[src/rtl/pc_sequencer.sv]
// pc_sequencer: multi-cycle control FSM for the 6-bit program counter and the
// shared instruction/data memory port. One instruction is in flight at a time.
// Optional build macro PC_SEQ_SINGLE_STEP_EN adds the `step` input and the
// PAUSE state, which holds after each instruction until a step pulse.
module pc_sequencer #(
  parameter int         ACK_TIMEOUT = 16,
  parameter logic [3:0] OP_HALT     = 4'hF,
  parameter logic [3:0] OP_JMP      = 4'hE,
  parameter logic [3:0] OP_BRZ      = 4'hD,
  parameter logic [3:0] OP_LD       = 4'hC
) (
  input  logic       clk,
  input  logic       res,
  input  logic       start,
  input  logic [3:0] opcode,
  input  logic [5:0] imm,
  input  logic       branch_taken,
  input  logic       mem_ack,
  output logic       pc_en,
  output logic       pc_ld,
  output logic [5:0] pc_target,
  output logic       ir_ld,
  output logic       mem_req,
  output logic       alu_en,
  output logic       reg_we,
  output logic       halted,
  output logic       fault,
  output logic [2:0] state
`ifdef PC_SEQ_SINGLE_STEP_EN
  ,
  input  logic       step
`endif
);

  localparam logic [2:0] IDLE   = 3'd0;
  localparam logic [2:0] FETCH  = 3'd1;
  localparam logic [2:0] DECODE = 3'd2;
  localparam logic [2:0] EXEC   = 3'd3;
  localparam logic [2:0] MEM    = 3'd4;
  localparam logic [2:0] WB     = 3'd5;
  localparam logic [2:0] HALT   = 3'd6;
  localparam logic [2:0] PAUSE  = 3'd7;

  // State entered once an instruction retires.
`ifdef PC_SEQ_SINGLE_STEP_EN
  localparam logic [2:0] RESUME = PAUSE;
`else
  localparam logic [2:0] RESUME = FETCH;
`endif

  // Counter only needs to reach ACK_TIMEOUT-1.
  localparam int          CW    = (ACK_TIMEOUT > 1) ? $clog2(ACK_TIMEOUT) : 1;
  localparam logic [CW-1:0] LIM = CW'(ACK_TIMEOUT - 1);
  localparam bit          TO_EN = (ACK_TIMEOUT != 0);

  logic [2:0]    r_state;
  logic          r_fault;
  logic [CW-1:0] r_cnt;

  logic [2:0]    w_next;
  logic          w_wait;
  logic          w_expire;

  assign w_wait   = (r_state == FETCH) || (r_state == MEM);
  // An ack on the last allowed cycle wins over the timeout.
  assign w_expire = TO_EN && w_wait && !mem_ack && (r_cnt == LIM);

  assign state = r_state;
  assign fault = r_fault;

  // Next-state selection.
  always_comb begin
    w_next = r_state;
    case (r_state)
      IDLE:   if (start) w_next = FETCH;
      FETCH:  if (mem_ack) w_next = DECODE;
              else if (w_expire) w_next = HALT;
      DECODE: w_next = (opcode == OP_HALT) ? HALT : EXEC;
      EXEC:   if ((opcode == OP_JMP) || (opcode == OP_BRZ)) w_next = RESUME;
              else if (opcode == OP_LD) w_next = MEM;
              else w_next = WB;
      MEM:    if (mem_ack) w_next = WB;
              else if (w_expire) w_next = HALT;
      WB:     w_next = RESUME;
      HALT:   w_next = HALT;
      default: begin
`ifdef PC_SEQ_SINGLE_STEP_EN
        if (step) w_next = FETCH;
`else
        w_next = IDLE;
`endif
      end
    endcase
  end

  // State and sticky fault registers; reset has priority over everything.
  always_ff @(posedge clk) begin
    if (res) begin
      r_state <= IDLE;
      r_fault <= 1'b0;
    end else begin
      r_state <= w_next;
      if (w_expire) r_fault <= 1'b1;
    end
  end

  // Ack wait counter: runs while waiting in FETCH/MEM, zero everywhere else,
  // so it is already clear whenever either wait state is entered.
  always_ff @(posedge clk) begin
    if (res) begin
      r_cnt <= '0;
    end else if (TO_EN && w_wait && !mem_ack && !w_expire) begin
      r_cnt <= r_cnt + 1'b1;
    end else begin
      r_cnt <= '0;
    end
  end

  // Strobes decoded from the current state and the live instruction fields.
  always_comb begin
    pc_en     = 1'b0;
    pc_ld     = 1'b0;
    pc_target = '0;
    ir_ld     = 1'b0;
    mem_req   = 1'b0;
    alu_en    = 1'b0;
    reg_we    = 1'b0;
    halted    = 1'b0;
    case (r_state)
      FETCH: begin
        mem_req = 1'b1;
        ir_ld   = mem_ack;
      end
      EXEC: begin
        alu_en = 1'b1;
        if ((opcode == OP_JMP) || ((opcode == OP_BRZ) && branch_taken)) begin
          pc_ld     = 1'b1;
          pc_target = imm;
        end else if (opcode == OP_BRZ) begin
          pc_en = 1'b1;
        end
      end
      MEM:  mem_req = 1'b1;
      WB: begin
        reg_we = 1'b1;
        pc_en  = 1'b1;
      end
      HALT: halted = 1'b1;
      default: ;
    endcase
  end

endmodule

[config.mk]
export PLATFORM = sky130hd
export DESIGN_NAME = pc_sequencer
export DESIGN_NICKNAME = d
export VERILOG_FILES = /design/src/rtl/pc_sequencer.sv
export SDC_FILE = /design/constraint.sdc
export NUM_CORES = 1
export LEC_CHECK = 0
export ABC_AREA = 1
export CORE_MARGIN = 2
export CORE_UTILIZATION = 34
export CTS_BUF_LIST = sky130_fd_sc_hd__clkbuf_8 sky130_fd_sc_hd__clkbuf_16
export CTS_CLUSTER_DIAMETER = 40
export DETAILED_ROUTE_END_ITERATION = 10
export HOLD_SLACK_MARGIN = 0.12
export PLACE_DENSITY = 0.74
export SLEW_MARGIN = 0
export SYNTH_ARGS = -nofsm -noshare
export SYNTH_HDL_FRONTEND = slang
export SYNTH_SLANG_ARGS = --single-unit
[constraint.sdc]
create_clock -name clk -period 1.1 [get_ports clk]
set_clock_uncertainty 0.1 [all_clocks]
set_input_delay 0.22 -clock clk [delete_from_list [all_inputs] [get_ports clk]]
set_output_delay 0.22 -clock clk [all_outputs]
set_load 0.005 [all_outputs]
Word-level counts from Yosys, hierarchy flattened
Cells that the tools add are included.
Storage, ports and cells
  register bits after elaboration: 8
  input port bits: 15
  output and inout port bits: 17
  word-level logic and storage cells: 49
Operators by class
  add/subtract/negate cells: 1
  equal/unequal tests: 12
  multiplexer cells: 20
  bitwise gates (word level): 1
  reductions and logical operators: 12
Operators by type and width (count)
  3-bit one-hot mux with 7 select lines: 1
  4-bit == test, second input constant: 5
  3-bit 2-to-1 mux: 6
  6-bit 2-to-1 mux: 2
  1-bit 2-to-1 mux: 10
  3-bit == test, second input constant: 3
  3-bit by 2-bit == test with 1-bit output, second input constant: 2
  4-bit by 1-bit adder with 4-bit output, second input constant: 1
  1-bit logical AND: 4
  2-bit OR reduction: 2
  3-bit by 1-bit == test with 1-bit output, second input constant: 1
  3-bit logical NOT: 1
  1-bit logical OR: 3
  1-bit logical NOT: 2
  2-bit inequality test, second input constant: 1
  1-bit one-hot mux with 2 select lines: 1
  1-bit NOT: 1

Longest topological paths before layout
  depth after elaboration: 8
  gate-level depth with buffers: 9
  mapped depth without buffers: 8

Worst setup path before layout
OpenSTA, ideal clock, no wires.
  path kind: flip-flop to output port
  start point: register r_state[1], in the netlist state[1]
  end point: output pc_en
  arrival: 0.937 ns
  data required time: 0.780 ns
  slack: -0.157 ns
  cell stages (with the launch flop): 5
  buffers on the path: 0
  cells stage by stage: dfxtp_1 nand2_2 nor2_4 inv_1 o21ai_0
Between the ends
  word-level cells in the longest chain between the ends: 2
  elaborated cells between the ends (all ways): 3
  those cells by class: eq/ne (2); mux (1)
Ends and longest elaborated chain
  start: declaration: RTL line 56  | logic [2:0] r_state;
  start signal: assignment: RTL line 102  | r_state <= w_next;
  3-bit == test or 3-bit by 2-bit == test with 1-bit output (tied branches): RTL line 129  | case (r_state)
  1-bit one-hot mux with 2 select lines (*): RTL line 129
  end: declaration: RTL line 19  | output logic pc_en,
Every way passes the cells marked *; elsewhere a longest branch is shown, timed or not.

Worst setup path in the final report
  start point: register r_state[0], in the netlist state[0]
  end point: output pc_target[3]
Between the ends
  word-level cells in the longest chain between the ends: 2
Ends and longest elaborated chain
  3-bit by 2-bit == test with 1-bit output: RTL line 129
  6-bit 2-to-1 mux: RTL line 129
  end: declaration: RTL line 21  | output logic [5:0] pc_target,
No other way between the ends.

==> results.cfg <==
[routing]
drc = 0
routed_wl_um = 2640
viasPerCell = 4.59
drt-initial-drc-count = 7
detail_route.wl_per_cell_um = 13.1
antenna_left = 0
vias = 923
firstDrtPassIters = 6

[sta]
layout_min_cycle_time_ns = 1.56
fmax_mhz = 641
relSlewSlack_pct = 88.3
period_share_pct = 142
tightest_slew_ns = 0.174
hold_viol_final = 0
setup_viol = 24
timing.hold.ws_ns = 0.358
setup_ws_ns = -0.460
drv_slew = 0
rsz0062_at_grt = true

[clocking]
clockBufferDepth = 2
clk_latency_ns = 0.23
htreeDepth = 1
cts_root_buf = clkbuf_8
hold_buffers = 0
numClockSinks = 8
cts_tree = yes
clkTransAtPathRegs_ns = 0.04
numCtsBuffers = 3

[synth]
yosys_warnings = 0
synth-compound-area-share_pct = 6.83
synth_fa_ha_area_share_pct = 2.07
synthMuxAreaShare_pct = 0
avgSynthCellArea_um2 = 6.10
synthesis.area_um2 = 604
synthFlopType = dfxtp_1
synth_seq_area_share_pct = 26.5
synth_nets = 115
synth_top_family_by_area = simple AND/OR/NAND/NOR gates
synth_cell_types = 20
synthSimpleGateAreaFrac_pct = 44.9
synth-edff-count = 0
async_reset_ff_share_pct = 0
ys_ff_latch = 8
synth-xor-area-share_pct = 2.90
synthCells = 99

[power]
p_leak_nw = 0.754
peakVddDrop_mv = 0.770
power_per_cell_area_mw_per_mm2 = 859
total_power_mw = 1.22

[critical_path]
path_cells = nand2_4 -> nor2_4 -> buf_6 -> nand2_4 -> buf_6 -> nor2_2 -> buf_2
path_class = flip-flop to output port
startpoint_type = flip-flop
crit_path_max_incr_delay_ns = 0.37
worst_setup_path_end_kind = output port
cp.arrival_ns = 1.24
worst-path-buf-inv = 3
path_delay_family = flip-flops
timing.critical_path.slowest_stage_cell = dfxtp_4
crit_required_ns = 0.78
crit_fanout = 5

[floorplanning]
die-area_mm2 = 0.00213
coreArea_mm2 = 0.00171
io_pins = 32
die_y_um = 46.2
start_util_pct = 35.4
rows = 15
die-width_um = 46.2

[place]
place.gp.congestion = 0.801
port-buffer-count = 31
dp_hpwl_um = 1480

[grt]
grt.total_usage_pct = 23.1
grt_overflow = 0
grt_pass1_vias = 856
grt_pass1_wl_um = 3430
grt_max_degree = 6
antenna_found_initial = 0

[cells_and_area]
n_antenna_cell = 0
final_util_pct = 83.0
nNetsFinal = 194
syn_to_final_growth_pct = 135
drive_above_1_share_pct = 61.9

[outcome]
status = finished with violations
failed_checks = negative setup slack

[hold_path]
holdCritPathClass = flip-flop to flip-flop

[flow_run]
cap_violations = 0
state kept, by name, summed over array words and instances, names as in the netlist:
signal	cells
state	3
fault	1
r_cnt	4
repair_timing:
action,in CTS,in global routing
gates cloned,0,0
gates resized for setup,103,19
endpoints found under the setup margin,25,25
pin swaps,13,10
setup buffers,15,3
synthesized netlist by cell type (2+ instances only):
cell type	count	share of area [%]
a21oi_1	3	2.5
dfxtp_1	8	27
inv_1	21	13
inv_2	2	1.2
nand2_1	16	9.9
nand2_2	4	4.1
nand3_1	7	5.8
nand3_2	4	6.6
nand4_1	2	2.1
nor2_1	20	12
nor2_2	2	2.1
o21ai_0	2	1.7
kinds of logic (layout without fill, tap and decap cells):
group,Yosys count,count (layout)
flip-flops,8,8
AND/OR/NAND/NOR,56,56
XOR/XNOR,2,2
adder cells (fa/ha/maj),1,1
buffers and inverters,25,102
AO/OA/AOI/OAI,7,7
worst min-delay path, delay by kind of cell, from the launching register on:
| kind | cells | cell delay, ns |
|---|---|---|
| buffers and inverters | 1 | 0.06 |
| flip-flops | 1 | 0.30 |
| AO/OA/AOI/OAI | 1 | 0.05 |
routing by layer:
metal | global-route usage [%] | part of all wire, %
met5 | 0 | 0
met4 | 17.1 | 2.1
met3 | 5.10 | 5.7
met2 | 41.7 | 55
met1 | 22.6 | 37
cell usage in the layout, fill, tap and decap left out, drive strengths merged:
master / n
o21ai: 3
nand3: 11
xnor2: 1
clkbuf: 4
buf: 60
xor2: 1
nor2: 23
a21oi: 3
dfxtp: 8
dlygate4sd2: 5
clkinv: 1
ha: 1
inv: 23
nand4: 2
nand2: 20
o211ai: 1
clkdlybuf4s50: 9
cell type report:
cell class | count | area (um^2)
repair buffers | 75 | 607
fillers | 98 | 290
flip-flops and latches | 8 | 173
well taps | 25 | 31.3
multi-input cells | 66 | 465
inverters | 24 | 100
clock buffers | 3 | 41.3
report_power, final:
part	switching (mW)	internal, mW	total (mW)
Combinational	0.243	0.282	0.525
Clock	0.127	0.238	0.365
Sequential	0.0208	0.308	0.329
Total	0.391	0.828	1.22
metrics by stage:
step	worst slack [ns]	setup TNS, ns	area (um^2)	cells
after global placement	-1.04	-13.25	1160	180
after CTS	-0.469	-7.83	1360	198
after global routing	-0.539	-9.98	1420	201
final	-0.460	-8.76	1420	201
after detailed placement	-1.06	-13.71	1160	180
after floorplan	-0.0893	-0.616	632	99
path summary, 6_finish.rpt:
| path | start | to | slack [ns] | cells past startpoint |
|---|---|---|---|---|
| max | state[0]$_SDFFE_PP0P_ | pc_target[3] | -0.46 | 7 |
| min | fault$_SDFFE_PP0P_ | fault$_SDFFE_PP0P_ | 0.36 | 2 |
| max reg2reg | state[1]$_SDFFE_PP0P_ | r_cnt[0]$_SDFF_PP0_ | -0.42 | 8 |
| min reg2reg | fault$_SDFFE_PP0P_ | fault$_SDFFE_PP0P_ | 0.36 | 2 |
Power figures use the tool's default switching activity.
